### src/rtl/bin_to_gray.sv
// Registered Gray-to-binary converter. The legacy module name is kept, but the
// data direction is Gray in, binary out. There is one register stage, and a
// valid flag travels alongside the data.
module bin_to_gray #(
    parameter int WIDTH = 4
) (
    input  logic             clk_i,
    input  logic             rst_ni,
    input  logic [WIDTH-1:0] gray_i,
    input  logic             valid_i,
    output logic [WIDTH-1:0] bin_o,
    output logic             valid_o
);

    logic [WIDTH-1:0] w_bin;
    logic [WIDTH-1:0] r_bin;
    logic             r_valid;

    // Prefix XOR from the MSB down: each binary bit is the XOR of all Gray bits at and above it.
    always_comb begin
        w_bin            = '0;
        w_bin[WIDTH-1]   = gray_i[WIDTH-1];
        for (int unsigned k = 1; k < WIDTH; k++) begin
            w_bin[WIDTH-1-k] = w_bin[WIDTH-k] ^ gray_i[WIDTH-1-k];
        end
    end

    // Output stage: load a converted word only when the input is valid, otherwise hold it.
    always_ff @(posedge clk_i or negedge rst_ni) begin
        if (!rst_ni) begin
            r_bin   <= '0;
            r_valid <= 1'b0;
        end else begin
            r_valid <= valid_i;
            if (valid_i) begin
                r_bin <= w_bin;
            end
        end
    end

    assign bin_o   = r_bin;
    assign valid_o = r_valid;

endmodule

### config.mk
export PLATFORM = sky130hd
export DESIGN_NAME = bin_to_gray
export DESIGN_NICKNAME = d
export VERILOG_FILES = /design/src/rtl/bin_to_gray.sv
export SDC_FILE = /design/constraint.sdc
export NUM_CORES = 1
export LEC_CHECK = 0
export BUFFER_PORTS_ARGS = -buffer_cell sky130_fd_sc_hd__buf_2
export CORE_AREA = 2 2 39 41
export DETAILED_ROUTE_END_ITERATION = 6
export DIE_AREA = 0 0 41 43
export PLACE_DENSITY = 0.36
export SLEW_MARGIN = 25
export SYNTH_ARGS = -nofsm -noshare
export SYNTH_HDL_FRONTEND = slang
export SYNTH_SLANG_ARGS = --single-unit
### constraint.sdc
create_clock -name clk_i -period 1 [get_ports clk_i]
set_input_delay 0.05 -clock clk_i [delete_from_list [all_inputs] [get_ports clk_i]]
set_output_delay 0.05 -clock clk_i [all_outputs]
set_load 0.02 [all_outputs]
==> results.toml, run 1 <==
[route]
drc_errors = 0
wire_per_inst_um = 8.833
totalWireLength_um = 424
drt-pass1-iter-count = 2
drt_iter0_drc = 4
via_per_inst = 3.646
ant_nets = 0
vias = 175

[worst_setup_path]
critical_path_class = "flop to primary output"
cp-start-kind = "flop"
cp_data_arrival_time_ps = 770
crit_chain = "buf_2"
worstReg2RegStart = "bin_o[1]"
critPathMaxStageDelay_ps = 370
r2r_cells = 1
rrSetupSlack_ps = 250
crit_path_top_delay_cell = "dfrtp_1"
end_kind = "primary output"
crit_required_ps = 950
cp.buffers_inverters = 1
cp_top_family = "flip-flops"
timing.rr.end = "bin_o[1]"
critPathMaxFanout = 2

[clock_network]
cts_sinks = 5
cts_buffer_depth = 2
cts_root_buf = "clkbuf_4"
clkTransAtPathRegs_ps = 40
htreeDepth = 1
numCtsBuffers = 3
postCtsSetupBuffers = 0
cts_tree = "built"
clock_latency_ps = 240

[die]
initial_utilization_pct = 15.28
die_h_um = 43
core_area_um2 = 1384
die_area_um2 = 1763
ios = 12
die_width_um = 41
rows = 14

[min_path]
hp-start = "valid_i"
hold_class = "input port to flop"
holdPathEnd = "valid_o"
min_delay_path_depth = 1

[pwr]
p_per_area_nw_per_um2 = 1870
leakage_nw = 0.1566
peakVddDrop_mv = 0.8336

[global_routing]
grt_max_degree = 8
first_global_vias = 178
grt_usage_pct = 6.653
grt_pass1_wl_um = 683
grt-ovfl-total = 0
antenna_found_initial = 0

[job]
drv_cap = 0

[placed_design]
portBuffers = 11
dpl_cell_area_um2 = 294.0
dpl.hpwl_um = 337.4
finalWeightedCongestion = 0.5979
dp_slack_ps = 189.5

[sta]
skew_ps = 0
worst_pin_slew_ps = 172.7
finalMaxSlewViolations = 0
fmax_mhz = 1215
setup-tns-final_ps = 0
timing.final.crit_share_pct = 82.28
slew_headroom_pct = 88.41
fin_crit_ps = 822.8
hold_violations = 0
rsz0062_at_grt = "no"
fin_ws_ps = 177.2
setup_viol = 0

[final_layout]
antennaDiodeCount = 0
layout_commonest_cell = "buf_2"
drive_gt1_share_pct = 56.25
design_area_um2 = 330.3
synthToLayoutAreaGrowth_pct = 56.21
layout_common_cells = "buf_2, dfrtp_1, xnor2_1, clkbuf_4"
final_nets = 40

[run_status]
outcome = "complete, no violations"

[logic_synthesis]
yosysUniqueCellTypes = 7
syn_area_um2 = 211.5
ys_seq_elements = 5
syn_inst = 15
yosysWarnings = 0
syn_avg_cell_area_um2 = 14.10
seq_area_frac_synth_pct = 59.17
synthesis.nets = 22
-- layout make-up --
| cell class | instances | area (um^2) |
|---|---|---|
| Fill cell | 154 | 1054 |
| Timing Repair Buffer | 13 | 72.57 |
| Clock buffer | 4 | 26.28 |
| Tap cell | 16 | 20.02 |
| Multi-Input combinational cell | 10 | 86.33 |
| Sequential cell | 5 | 125.1 |
-- Yosys cell counts --
library cell  number  area (um^2)
dfrtp_1            5        125.1
xnor2_1            3        26.28
a21oi_1            2        10.01
nor2_1             2        7.510
mux2_2             1        11.26
mux2_4             1        15.01
xnor2_2            1        16.27
-- kinds of logic (layout without fill, tap and decap cells) --
family / after synthesis / in the layout / share of synthesized area, %
and+or+nand+nor: 2 / 2 / 3.552
AOI/OAI and AO/OA: 2 / 2 / 4.734
DFF: 5 / 5 / 59.17
xor gates and xnor gates: 4 / 4 / 20.12
buffers and inverters: 0 / 17 / 0
muxes: 2 / 2 / 12.42
-- state kept, by name, indices dropped and copies added, names as in the netlist --
register	flops
bin_o	4
valid_o	1
-- power by group --
group	total, W	internal, W	leakage (nW)	switching [W]
Clock	0.000229	0.000151	0.0150	0.0000782
Combinational	0.000147	0.0000705	0.0843	0.0000765
Sequential	0.000242	0.000230	0.0573	0.0000123
-- through the flow --
step	instances	total power, W	hold slack (ps)	utilization, %
2_1_floorplan	15	0.0003299	-245.6	-
3_3_place_gp	43	0.0003896	-132.5	21.25
3_5_place_dp	43	0.0003915	-126.0	21.25
4_1_cts	48	0.0006367	9.256	23.87
5_1_grt	48	0.0006636	13.24	23.87
6_report	48	0.0006178	18.06	23.87
-- worst max path at each step --
| stage | cells past startpoint | start | to | slack, ps |
|---|---|---|---|---|
| 2_1_floorplan | 1 | bin_o[1] | bin_o[1] | 170 |
| 3_3_place_gp | 5 | gray_i[3] | bin_o[0] | 190 |
| 3_5_place_dp | 4 | gray_i[3] | bin_o[1] | 190 |
| 4_1_cts | 1 | bin_o[2] | bin_o[2] | 160 |
| 5_1_grt | 1 | bin_o[2] | bin_o[2] | 130 |
| 6_report | 1 | bin_o[2] | bin_o[2] | 180 |
-- per-layer routing --
layer  routed length (um)  GRT usage [%]  up-vias
met5                    0              0        -
li1                     -              -       85
met1                  203          7.166       80
met3                   44          7.853        0
met4                    0          4.000        0
met2                  175          7.187       10
-- timing repair --
action / in CTS / in global routing
hold buffers: 1 / 0
endpoints found under the hold margin: 5 / 0
gates resized for setup: 0 / 0
(Power assumes the default switching activity.)
==> inputs of run 2 (changes only) <==
Clock period 1 ns to 0.8 ns, I/O delays scaled along.
==> run 2 against run 1 <==
  * Sequential share of layout area fell by 5.1 points
  * Clock power rose by 27%
  * Critical endpoint is now bin_o[1]
  * Power rose by 37%
  * Combinational power rose by 67%
  * Design area rose by 18%
  * Utilization rose by 4.2 points
  * Final cell count rose by 6.3%
  * Clock-buffer cell count did not move
  * Largest power group unchanged
  * Global-route usage fell by 0.29 points
  * The flow now finishes with violations (setup timing)
  * Setup slack got worse by 190 ps
  * Clock skew did not move
==> results.toml, run 2 (synthesized netlist as in run 1, its figures left out) <==
[die]
die_h_um = 43
core_area_um2 = 1384
ios = 12
initial_utilization_pct = 15.28
rows = 14
die_area_um2 = 1763
die_width_um = 41

[final_layout]
synthToLayoutAreaGrowth_pct = 84.02
layout_common_cells = "buf_2, buf_6"
antennaDiodeCount = 0
fin_util_pct = 28.12
layout_commonest_cell = "buf_2"
final_nets = 43
largest_reg_flops = 4
drive_gt1_share_pct = 62.86

[sta]
slew_headroom_pct = 86.87
setup_viol = 3
setup-tns-final_ps = -22.78
finalMaxSlewViolations = 0
hold_violations = 0
fin_crit_ps = 811.0
rsz0062_at_grt = "yes"
timing.final.crit_share_pct = 101.4
fmax_mhz = 1233
fin_ws_ps = -11.02
worst_pin_slew_ps = 196.0
skew_ps = 0

[worst_setup_path]
crit_required_ps = 760
cp.buffers_inverters = 1
critPathMaxStageDelay_ps = 400
cp-start-kind = "flop"
critPathMaxFanout = 2
critical_path_class = "flop to primary output"
end_kind = "primary output"
cp_data_arrival_time_ps = 770
crit_chain = "buf_6"
cp_top_family = "flip-flops"
crit_path_top_delay_cell = "dfrtp_2"

[clock_network]
htreeDepth = 1
cts_tree = "built"
clock_latency_ps = 240
numCtsBuffers = 3
cts_sinks = 5
cts_buffer_depth = 2
cts_root_buf = "clkbuf_4"
clkTransAtPathRegs_ps = 40

[pwr]
p_seq_share_pct = 36.9
peakVddDrop_mv = 1.015
leakage_nw = 0.1793
clkPwrFrac_pct = 34.2
p_int_w = 0.0006253
pwr-share-comb_pct = 28.9
power.total_w = 0.0008474
p_per_area_nw_per_um2 = 2178
sw_frac_of_total_pct = 26.20
p_sw_w = 0.0002220

[route]
via_per_inst = 3.353
drt_iter0_drc = 1
ant_nets = 0
vias = 171
wire_per_inst_um = 7.765
totalWireLength_um = 396
drt-pass1-iter-count = 2
drc_errors = 0

[run_status]
outcome = "finished, violations left"
violations = "setup timing"

[placed_design]
finalWeightedCongestion = 0.5865
dp_slack_ps = -29.05
portBuffers = 11

[global_routing]
grt_pass1_wl_um = 655
grt_usage_pct = 6.364
first_global_vias = 162
grt_max_degree = 8
antenna_found_initial = 0
grt-ovfl-total = 0

[job]
drv_cap = 0

[min_path]
hold_class = "input port to flop"
[run 2: cell count changes in the layout (fill, tap and decap cells not counted), sizes merged]
cell	previous run	this run
buf	12	14
dlygate4sd3	1	2
[run 2: layout make-up]
class	count	area, um^2
clock buffers	4	26.28
fillers	141	994.7
multi-input cells	10	86.33
flip-flops and latches	5	127.6
well taps	16	20.02
repair buffers	16	128.9
[run 2: final timing paths]
| path | start | endpoint | slack (ps) | cells past startpoint |
|---|---|---|---|---|
| hold reg to reg | bin_o[1] | bin_o[1] | 520 | 1 |
| min in group asynchronous | rst_ni | bin_o[0] | 140 | 2 |
| setup reg to reg | bin_o[1] | bin_o[1] | 20 | 1 |
| setup / recovery | bin_o[1] | bin_o[1] | -10 | 1 |
| max in group asynchronous | rst_ni | bin_o[3] | 510 | 2 |
| hold / removal | valid_i | bin_o[0] | 70 | 2 |
[run 2: power by group through the flow]
stage	Clock, W	Sequential, W	Combinational, W
floorplan	0	0.000352	0.0000633
global placement	0	0.000308	0.000189
detailed placement	0	0.000309	0.000188
CTS	0.000308	0.000314	0.000246
global route	0.000322	0.000317	0.000264
finish	0.000290	0.000313	0.000245
[run 2: per-layer routing]
layer  vias up  part of all wire [%]  global-route usage, %
met5         -                     0                      0
met4         0                     0                  4.000
met3         0                    17                  7.853
met2        12                    38                  5.625
met1        70                    45                  7.869
li1         89                     -                      -
[run 2: what timing repair did]
action	in CTS	in global routing
endpoints found under the setup margin	4	5
hold buffers	2	0
resized for setup	8	2
buffers inserted	1	0
endpoints found under the hold margin	6	0
[run 2: through the flow]
step	cells	hold WS (ps)	cell area [um^2]
detailed placement	44	-137.4	304.0
global placement	44	-142.3	304.0
global route	51	69.02	389.1
floorplan	15	-255.6	214.0
finish	51	71.39	389.1
CTS	51	63.85	382.9
==> inputs of run 3 (changes only) <==
Settings changed: CORE_AREA 2 2 39 41 to 10 10 47 49, DIE_AREA 0 0 41 43 to 0 0 57 59.
==> run 3 against run 2 <==
  * The flow still finishes with violations (setup timing)
  * Clock power is 2% higher
  * Combinational power is 6% lower
  * Maximum frequency decreased by 1.0%
  * Clock-buffer cell count unchanged
  * Register-to-register slack about the same
  * Worst hold slack got worse by 1.3 ps
  * First-iteration DRC count is 100% higher
  * Sequential share of layout area is 1.3 points higher
  * Setup slack worse by 8.2 ps
  * Sequential power barely moved
  * Critical path type unchanged
  * Largest power group unchanged
==> results.toml, run 3 (synthesized netlist as in run 1, its figures left out) <==
[placed_design]
finalWeightedCongestion = 0.6370
portBuffers = 11
dp_slack_ps = 2.167

[worst_setup_path]
end_kind = "primary output"
crit_chain = "buf_6"
critPathMaxStageDelay_ps = 400
cp_top_family = "flip-flops"
crit_required_ps = 760
cp.buffers_inverters = 1
crit_path_top_delay_cell = "dfrtp_2"
worstSetupStartpoint = "bin_o[1]"
worstReg2RegStart = "bin_o[1]"
critical_path_class = "flop to primary output"
cp_data_arrival_time_ps = 780
cp-start-kind = "flop"
critPathMaxFanout = 2

[final_layout]
synthToLayoutAreaGrowth_pct = 76.92
regArea_um2 = 127.6
layout_common_cells = "buf_2, buf_6, xnor2_1, dfrtp_1, clkbuf_4"
fillers = 161
drive_gt1_share_pct = 60.61
layout_commonest_cell = "buf_2"
fin_util_pct = 26.70
final_nets = 41
multi_input_area_um2 = 86.33
antennaDiodeCount = 0
largest_reg_flops = 4

[pwr]
sw_frac_of_total_pct = 27.36
p_seq_share_pct = 37.4
pwr-share-comb_pct = 27.4
peakVddDrop_mv = 0.6897
p_sw_w = 0.0002295
leakage_nw = 0.1699
power.total_w = 0.0008389
p_per_area_nw_per_um2 = 2242
p_int_w = 0.0006094
clkPwrFrac_pct = 35.2

[die]
initial_utilization_pct = 15.09
ios = 12
die_area_um2 = 3363
die_width_um = 57
rows = 14
core_area_um2 = 1401
die_h_um = 59

[sta]
skew_ps = 0
slew_headroom_pct = 88.26
setup-tns-final_ps = -43.21
timing.final.crit_share_pct = 102.4
holdWs_ps = 70.11
finalMaxSlewViolations = 0
rsz0062_at_grt = "yes"
fmax_mhz = 1221
fin_crit_ps = 819.2
worst_pin_slew_ps = 174.8
hold_violations = 0
setup_viol = 3
fin_ws_ps = -19.20

[global_routing]
grt_pass1_wl_um = 931
first_global_vias = 206
grt_max_degree = 8
antenna_found_initial = 0
grt_usage_pct = 3.943
grt-ovfl-total = 0

[min_path]
hold_class = "input port to flop"
hp-start = "valid_i"

[run_status]
outcome = "finished, violations left"
violations = "setup timing"

[route]
totalWireLength_um = 556
drt-pass1-iter-count = 3
via_per_inst = 3.633
vias = 178
drt_iter0_drc = 2
wire_per_inst_um = 11.35
ant_nets = 0
drc_errors = 0

[job]
drv_cap = 0

[clock_network]
htreeDepth = 1
clkTransAtPathRegs_ps = 40
cts_tree = "built"
cts_root_buf = "clkbuf_4"
cts_buffer_depth = 2
numCtsBuffers = 3
clock_latency_ps = 250
postCtsSetupBuffers = 0
cts_sinks = 5
## run 3: area by class of cell
class	count	area share (%)
Sequential cell	5	34.11
Multi-Input combinational cell	10	23.08
Tap cell	16	5.351
Clock buffer	4	7.023
Timing Repair Buffer	14	30.43
## run 3: path summary, 6_finish.rpt
kind / endpoint / slack, ps / depth (start not counted)
worst max-delay path: bin_o[1] / -20 / 1
worst min-delay path: bin_o[0] / 70 / 2
worst max register to register: bin_o[1] / 20 / 1
worst min register to register: bin_o[1] / 530 / 1
max in group asynchronous: bin_o[3] / 510 / 2
min in group asynchronous: valid_o / 140 / 2
## run 3: power groups by stage
stage / clock, W / sequential [W] / combinational (W)
after floorplan: 0 / 0.000352 / 0.0000633
after detailed placement: 0 / 0.000308 / 0.000187
after global routing: 0.000342 / 0.000316 / 0.000247
after global placement: 0 / 0.000307 / 0.000187
final: 0.000296 / 0.000314 / 0.000230
after CTS: 0.000306 / 0.000313 / 0.000232
## run 3: through the flow
step	area [um^2]	instances
detailed placement	296.5	43
CTS	367.9	49
floorplan	214.0	15
global route	374.1	49
global placement	296.5	43
finish	374.1	49
## run 3: routing by layer
metal,track usage [%],up-vias,part of all wire (%)
met2,4.341,12,40
met3,4.936,2,17
li1,-,86,-
met4,3.020,0,2.0
met5,0,-,0
met1,3.708,78,40
## run 3: repair_timing
action,in CTS,in global routing
hold buffers,2,0
hold endpoints to repair,6,0
endpoints found under the setup margin,4,6
resized for setup,8,2
